## src/rtl/mips_pkg.sv

```systemverilog
// Shared definitions for the branch target path.
// Mode encodings and default datapath geometry.
package mips_pkg;

   localparam int DefWidth  = 32;
   localparam int DefShift  = 2;
   localparam int DefJField = 26;

   typedef enum logic [1:0] {
      ModeRel  = 2'b00,
      ModeJump = 2'b01,
      ModeReg  = 2'b10,
      ModeFall = 2'b11
   } btMode_t;

endpackage

```

## src/rtl/bt_pipe_slice.sv

```systemverilog
// Valid/ready register slice with hold and flush.
// Holds its contents while the downstream stalls.
module bt_pipe_slice #(
   parameter int DW = 8
) (
   input  logic          Clk,
   input  logic          Rst_n,
   input  logic          Flush,
   input  logic          InValid,
   output logic          InReady,
   input  logic [DW-1:0] InData,
   output logic          OutValid,
   input  logic          OutReady,
   output logic [DW-1:0] OutData
);

   logic advance;

   assign advance = ~OutValid | OutReady;
   assign InReady = Rst_n & ~Flush & advance;

   // Slice register: flush empties, otherwise load when free or draining.
   always_ff @(posedge Clk or negedge Rst_n) begin
      if (!Rst_n) begin
         OutValid <= 1'b0;
         OutData  <= '0;
      end else if (Flush) begin
         OutValid <= 1'b0;
      end else if (advance) begin
         OutValid <= InValid;
         if (InValid) OutData <= InData;
      end
   end

endmodule

```

## src/rtl/branch_target_unit.sv

```systemverilog
// Branch/jump target computation with 1 or 2
// pipeline stages and valid/ready handshakes.
module branch_target_unit
   import mips_pkg::*;
#(
   parameter int WIDTH  = DefWidth,
   parameter int SHIFT  = DefShift,
   parameter int JFIELD = DefJField,
   parameter int STAGES = 1
) (
   input  logic             Clk,
   input  logic             Rst_n,
   input  logic             InValid,
   output logic             InReady,
   input  logic [1:0]       Mode,
   input  logic [WIDTH-1:0] PCPlus4,
   input  logic [WIDTH-1:0] Offset,
   input  logic [WIDTH-1:0] RegTarget,
   input  logic             Flush,
   output logic             OutValid,
   input  logic             OutReady,
   output logic [WIDTH-1:0] Target,
   output logic             Overflow,
   output logic             Misaligned
);

   localparam logic [WIDTH-1:0] Ones = '1;
   localparam logic [WIDTH-1:0] AlignMask = ~(Ones << SHIFT);
   localparam logic [WIDTH-1:0] JMask = ~(Ones << JFIELD);
   localparam logic [WIDTH-1:0] HiMask = Ones << (JFIELD + SHIFT);
   localparam int LoW = WIDTH / 2;
   localparam int HiW = WIDTH - LoW;

   btMode_t          mode;
   logic             isRel;
   logic             isJump;
   logic             isReg;
   logic [WIDTH-1:0] addend;
   logic [WIDTH-1:0] altTarget;

   assign mode   = btMode_t'(Mode);
   assign isRel  = (mode == ModeRel);
   assign isJump = (mode == ModeJump);
   assign isReg  = (mode == ModeReg);
   assign addend = Offset << SHIFT;

   // Targets that need no adder: jump splice, register, fall-through.
   always_comb begin
      altTarget = PCPlus4;
      unique case (1'b1)
         isJump:  altTarget = (PCPlus4 & HiMask)
                            | ((Offset & JMask) << SHIFT);
         isReg:   altTarget = RegTarget;
         default: altTarget = PCPlus4;
      endcase
   end

   if (STAGES == 1) begin : gSingle

      logic [WIDTH-1:0] sum;
      logic [WIDTH-1:0] tgt;
      logic             ovf;
      logic             mis;

      // Full-width add, select and flags in one cycle.
      always_comb begin
         sum = PCPlus4 + addend;
         tgt = isRel ? sum : altTarget;
         ovf = isRel
             & (PCPlus4[WIDTH-1] == addend[WIDTH-1])
             & (sum[WIDTH-1] != PCPlus4[WIDTH-1]);
         mis = |(tgt & AlignMask);
      end

      bt_pipe_slice #(.DW(WIDTH + 2)) uSlice0 (
         .Clk      (Clk),
         .Rst_n    (Rst_n),
         .Flush    (Flush),
         .InValid  (InValid),
         .InReady  (InReady),
         .InData   ({tgt, ovf, mis}),
         .OutValid (OutValid),
         .OutReady (OutReady),
         .OutData  ({Target, Overflow, Misaligned})
      );

   end else begin : gDouble

      localparam int S1W = 2 + LoW + 2 * HiW + WIDTH;

      logic             c1;
      logic [LoW-1:0]   lo1;
      logic [S1W-1:0]   s1In;
      logic [S1W-1:0]   s1Out;
      logic             s1Valid;
      logic             s2Ready;
      logic             rRel;
      logic             rCarry;
      logic [LoW-1:0]   rLo;
      logic [HiW-1:0]   rPcHi;
      logic [HiW-1:0]   rAddHi;
      logic [WIDTH-1:0] rAlt;
      logic [HiW-1:0]   hi2;
      logic [WIDTH-1:0] tgt;
      logic             ovf;
      logic             mis;

      // Low half add; carry travels with the request.
      always_comb begin
         {c1, lo1} = {1'b0, PCPlus4[LoW-1:0]}
                   + {1'b0, addend[LoW-1:0]};
         s1In = {isRel, c1, lo1,
                 PCPlus4[WIDTH-1:LoW],
                 addend[WIDTH-1:LoW],
                 altTarget};
      end

      bt_pipe_slice #(.DW(S1W)) uSlice0 (
         .Clk      (Clk),
         .Rst_n    (Rst_n),
         .Flush    (Flush),
         .InValid  (InValid),
         .InReady  (InReady),
         .InData   (s1In),
         .OutValid (s1Valid),
         .OutReady (s2Ready),
         .OutData  (s1Out)
      );

      assign {rRel, rCarry, rLo, rPcHi, rAddHi, rAlt} = s1Out;

      // High half add with registered carry, then select and flags.
      always_comb begin
         hi2 = rPcHi + rAddHi + {{(HiW-1){1'b0}}, rCarry};
         tgt = rRel ? {hi2, rLo} : rAlt;
         ovf = rRel
             & (rPcHi[HiW-1] == rAddHi[HiW-1])
             & (hi2[HiW-1] != rPcHi[HiW-1]);
         mis = |(tgt & AlignMask);
      end

      bt_pipe_slice #(.DW(WIDTH + 2)) uSlice1 (
         .Clk      (Clk),
         .Rst_n    (Rst_n),
         .Flush    (Flush),
         .InValid  (s1Valid),
         .InReady  (s2Ready),
         .InData   ({tgt, ovf, mis}),
         .OutValid (OutValid),
         .OutReady (OutReady),
         .OutData  ({Target, Overflow, Misaligned})
      );

   end

endmodule
```

## config.mk

```make
export PLATFORM = sky130hd
export DESIGN_NAME = branch_target_unit
export DESIGN_NICKNAME = d
export VERILOG_FILES = /design/src/rtl/mips_pkg.sv /design/src/rtl/bt_pipe_slice.sv /design/src/rtl/branch_target_unit.sv
export SDC_FILE = /design/constraint.sdc
export NUM_CORES = 1
export LEC_CHECK = 0
export ABC_AREA = 1
export CORE_MARGIN = 2
export CORE_UTILIZATION = 35
export DETAILED_ROUTE_END_ITERATION = 7
export PLACE_DENSITY = 0.75
export SLEW_MARGIN = 20
export SYNTH_ARGS = -nofsm -noshare
export SYNTH_HDL_FRONTEND = slang
export SYNTH_SLANG_ARGS = --single-unit
```

## constraint.sdc

```tcl
create_clock -name Clk -period 1.54 [get_ports Clk]
set_input_delay 0.308 -clock Clk [delete_from_list [all_inputs] [get_ports Clk]]
set_output_delay 0.308 -clock Clk [all_outputs]
set_load 0.01 [all_outputs]
```

==> flow_summary.yaml <==
floorplan:
  fp.dieW_um: 113
  initial_utilization: 0.362
  die_h_um: 113
  fp.coreArea_um2: 11600
  ios: 139
  rows: 39
  die_area_um2: 12900
setup_path:
  path_cells: "buf_8 -> ha_4 -> fa_2 -> nand3_4 -> nand3_4 -> buf_4 -> nand2_4 -> nand2_4 -> nand2_4 -> nand3_2 -> nand2_2 -> nand3_2 -> a21oi_2"
  critical_path_class: "input port to flip-flop"
  worstSetupEndpointType: "flip-flop"
  path_max_fanout: 4
  worst_path_most_repeated_cell: "sky130_fd_sc_hd__nand2_4"
  worst_r2r_endpoint: "gSingle.uSlice0.OutData[15]"
  ff_to_ff_path_depth: 7
  worst-endpoint-arrival_ns: 1.89
  worstSetupStartpointType: "input port"
  slowest_stage: "sky130_fd_sc_hd__fa_2"
  ff2ff_setup_slack_ns: 0.15
  critical_path.max_stage_delay_ns: 0.39
  reg2reg_from: "gSingle.uSlice0.OutValid"
  worst_ep_required_time_ns: 1.77
cts:
  clock_tree.root_cell: "sky130_fd_sc_hd__clkbuf_16"
  clock_tree.buffer_depth: 2
  cts-htree-levels: 2
  hold_buffers: 0
  total_cts_buffers: 5
  cts_sinks: 35
  tritoncts: "done"
  clkLatencyLatePin_ns: 0.29
  worst_setup_hold_path_clk_slew_ns: 0.06
cells_and_area:
  finish.cell_count_without_fillers: 1094
  finish.net_count: 1086
  flow.area_growth_from_synthesis_pct: 95.9
  n_antenna_cell: 0
  final_layout_size_suffix_gt1_frac: 0.443
  post-route-cell-area_um2: 8210
timing:
  final_count_of_hold_timing_violations: 0
  slew_headroom: 0.641
  tightestPinTransition_ns: 0.538
  finalCriticalPeriod_ns: 1.66
  layout_worst_path_cycle_share: 1.08
  setup-violations-final: 19
  grt_setup_unrepaired: "yes"
  clock_skew_ns: 0.00280
  fmax_mhz: 602
  final-max-slew-violation-count: 0
  fin_ws_ns: -0.121
power_and_ir_drop:
  power.leakage_nw: 3.88
  vdd_drop_max_v: 0.000415
  cellPowerDensity_nw_per_um2: 668
global_routing:
  grt_pass1_vias: 5885
  track_usage: 0.279
  gr-usage-met3: 0.0313
  grt_util_met1: 0.345
  grt_max_degree: 36
  global_route.peak_usage_layer: "met2"
  grt_overflow_total: 0
  antenna_violations_before_repair: 0
  grt_use_met2: 0.504
  first_pass_grt_wire_length_mm: 28.8
logic_synthesis:
  synth_flop_cell: "sky130_fd_sc_hd__dfrtp_1"
  synth_top_cells_by_area: "sky130_fd_sc_hd__nand2_1, sky130_fd_sc_hd__dfrtp_1, sky130_fd_sc_hd__ha_1"
  syn_area_per_cell_um2: 5.78
  synth_largest_type_area_fraction: 0.251
  asyncSetResetFlopFracSynth: 1.00
  netlist_area_um2: 4190
  share_of_the_yosys_chip_area_belonging_to_registers: 0.209
  synth_cell_types: 36
  synth_common_cells: "sky130_fd_sc_hd__nand2_1, sky130_fd_sc_hd__inv_1, sky130_fd_sc_hd__a21oi_1, sky130_fd_sc_hd__nand3_1, sky130_fd_sc_hd__nor2_1"
  postSynthCellCount: 725
  synth-seq-cells: 35
  ys_warn_count: 0
  synth_edf_count: 0
  post-synth-top-count-cell: "sky130_fd_sc_hd__nand2_1"
  synth_largest_area_cell: "sky130_fd_sc_hd__nand2_1"
  synthesis.nets: 861
place:
  placedInstanceArea_um2: 6550
  dp_hpwl_mm: 12.7
  port_buffers: 136
  gpl.final_weighted_congestion: 1.01
  dp.cells: 1051
routing:
  route.vias.total: 5935
  wire_per_inst_um: 17.9
  route.antenna.remaining_nets: 0
  drt_iter0_drc: 384
  route.detailed.drc: 0
  drtPass1Iterations: 5
  finalWirelength_mm: 19.6
  post_detailed_route_via_to_cell_ratio: 5.43
run_status:
  failed_checks: "setup timing"
  status: "finished, violations left"
min_path:
  worstHoldPathType: "input port to async pin"
run:
  max_cap_viol_count: 0
==> cell type report <==
class / instances / area [um^2]
Clock buffer: 6 / 129
Timing Repair Buffer: 239 / 2270
Multi-Input combinational cell: 591 / 4440
Inverter: 78 / 308
Clock inverter: 2 / 12.5
Sequential cell: 35 / 876
Fill cell: 840 / 3350
Tap cell: 143 / 179
==> routing by layer <==
layer	up-vias	wire length (um)
li1	2812	-
met5	-	0
met3	73	1090
met4	0	885
met2	249	9830
met1	2801	7780
==> critical path: cells and delay by family <==
family | cells | cell delay, ns
adders and majority gates | 2 | 0.55
and+or+nand+nor | 8 | 0.64
AOI/OAI and AO/OA | 1 | 0.13
buffers and inverters | 2 | 0.26
==> how the worst max path moves through the flow <==
| stage | slack (ns) | to | from | cells after the start |
|---|---|---|---|---|
| CTS | -0.11 | gSingle.uSlice0.OutData[16] | Offset[0] | 12 |
| floorplan | -0.16 | gSingle.uSlice0.OutData[32] | PCPlus4[2] | 14 |
| finish | -0.12 | gSingle.uSlice0.OutData[26] | PCPlus4[2] | 13 |
| global placement | -0.79 | gSingle.uSlice0.OutData[16] | PCPlus4[2] | 12 |
| global route | -0.19 | gSingle.uSlice0.OutData[20] | PCPlus4[2] | 15 |
| detailed placement | -0.81 | gSingle.uSlice0.OutData[16] | PCPlus4[2] | 12 |
==> registers in the layout, summed over array words and instances (netlist names) <==
signal / cells
gSingle.uSlice0.OutData: 34
gSingle.uSlice0.OutValid: 1
==> report_power, final <==
| part | switching, mW | internal [mW] |
|---|---|---|
| Clock | 0.470 | 0.600 |
| Combinational | 1.64 | 1.58 |
| Sequential | 0.103 | 1.09 |
==> cells in the final DEF, fill, tap and decap left out, drive strengths merged, types with 3 or more instances in the layout <==
master,instances
xor2,4
clkbuf,6
dfrtp,35
nand2,284
nand3b,4
clkdlybuf4s50,66
a21oi,74
dlymetal6s2s,7
a21o,3
o21bai,7
dlygate4sd2,6
buf,158
o21ai,14
nor3,4
nor2,64
inv,77
ha,32
a31oi,5
nand4,4
nand3,73
or2,10
==> logic make-up after synthesis <==
| logic type | count (synthesis) | synth area share |
|---|---|---|
| AOI/OAI and AO/OA | 109 | 0.144 |
| xor gates and xnor gates | 4 | 0.00836 |
| buffers and inverters | 99 | 0.0913 |
| DFF | 35 | 0.209 |
| and+or+nand+nor | 445 | 0.447 |
| adders and majority gates | 33 | 0.100 |
==> through the flow <==
step                hold slack (ns)  TNS (ns)   util  power (mW)  setup slack (ns)
floorplan                    0.0124    -0.637      -        2.34            -0.158
global placement              0.464    -21.97  0.566        3.53            -0.792
detailed placement            0.464    -22.57  0.566        3.55            -0.812
CTS                           0.183    -0.292  0.649        5.03            -0.108
global route                  0.201     -2.74  0.710        5.75            -0.186
finish                        0.161    -0.998  0.710        5.49            -0.121
==> timing repair <==
item	CTS	global route
hold endpoints to repair	0	0
gates resized for setup	403	190
endpoints found under the setup margin	36	32
pin swaps	108	104
cloned	2	0
setup buffers	20	16
No activity file was read; power rests on OpenSTA's default activity.
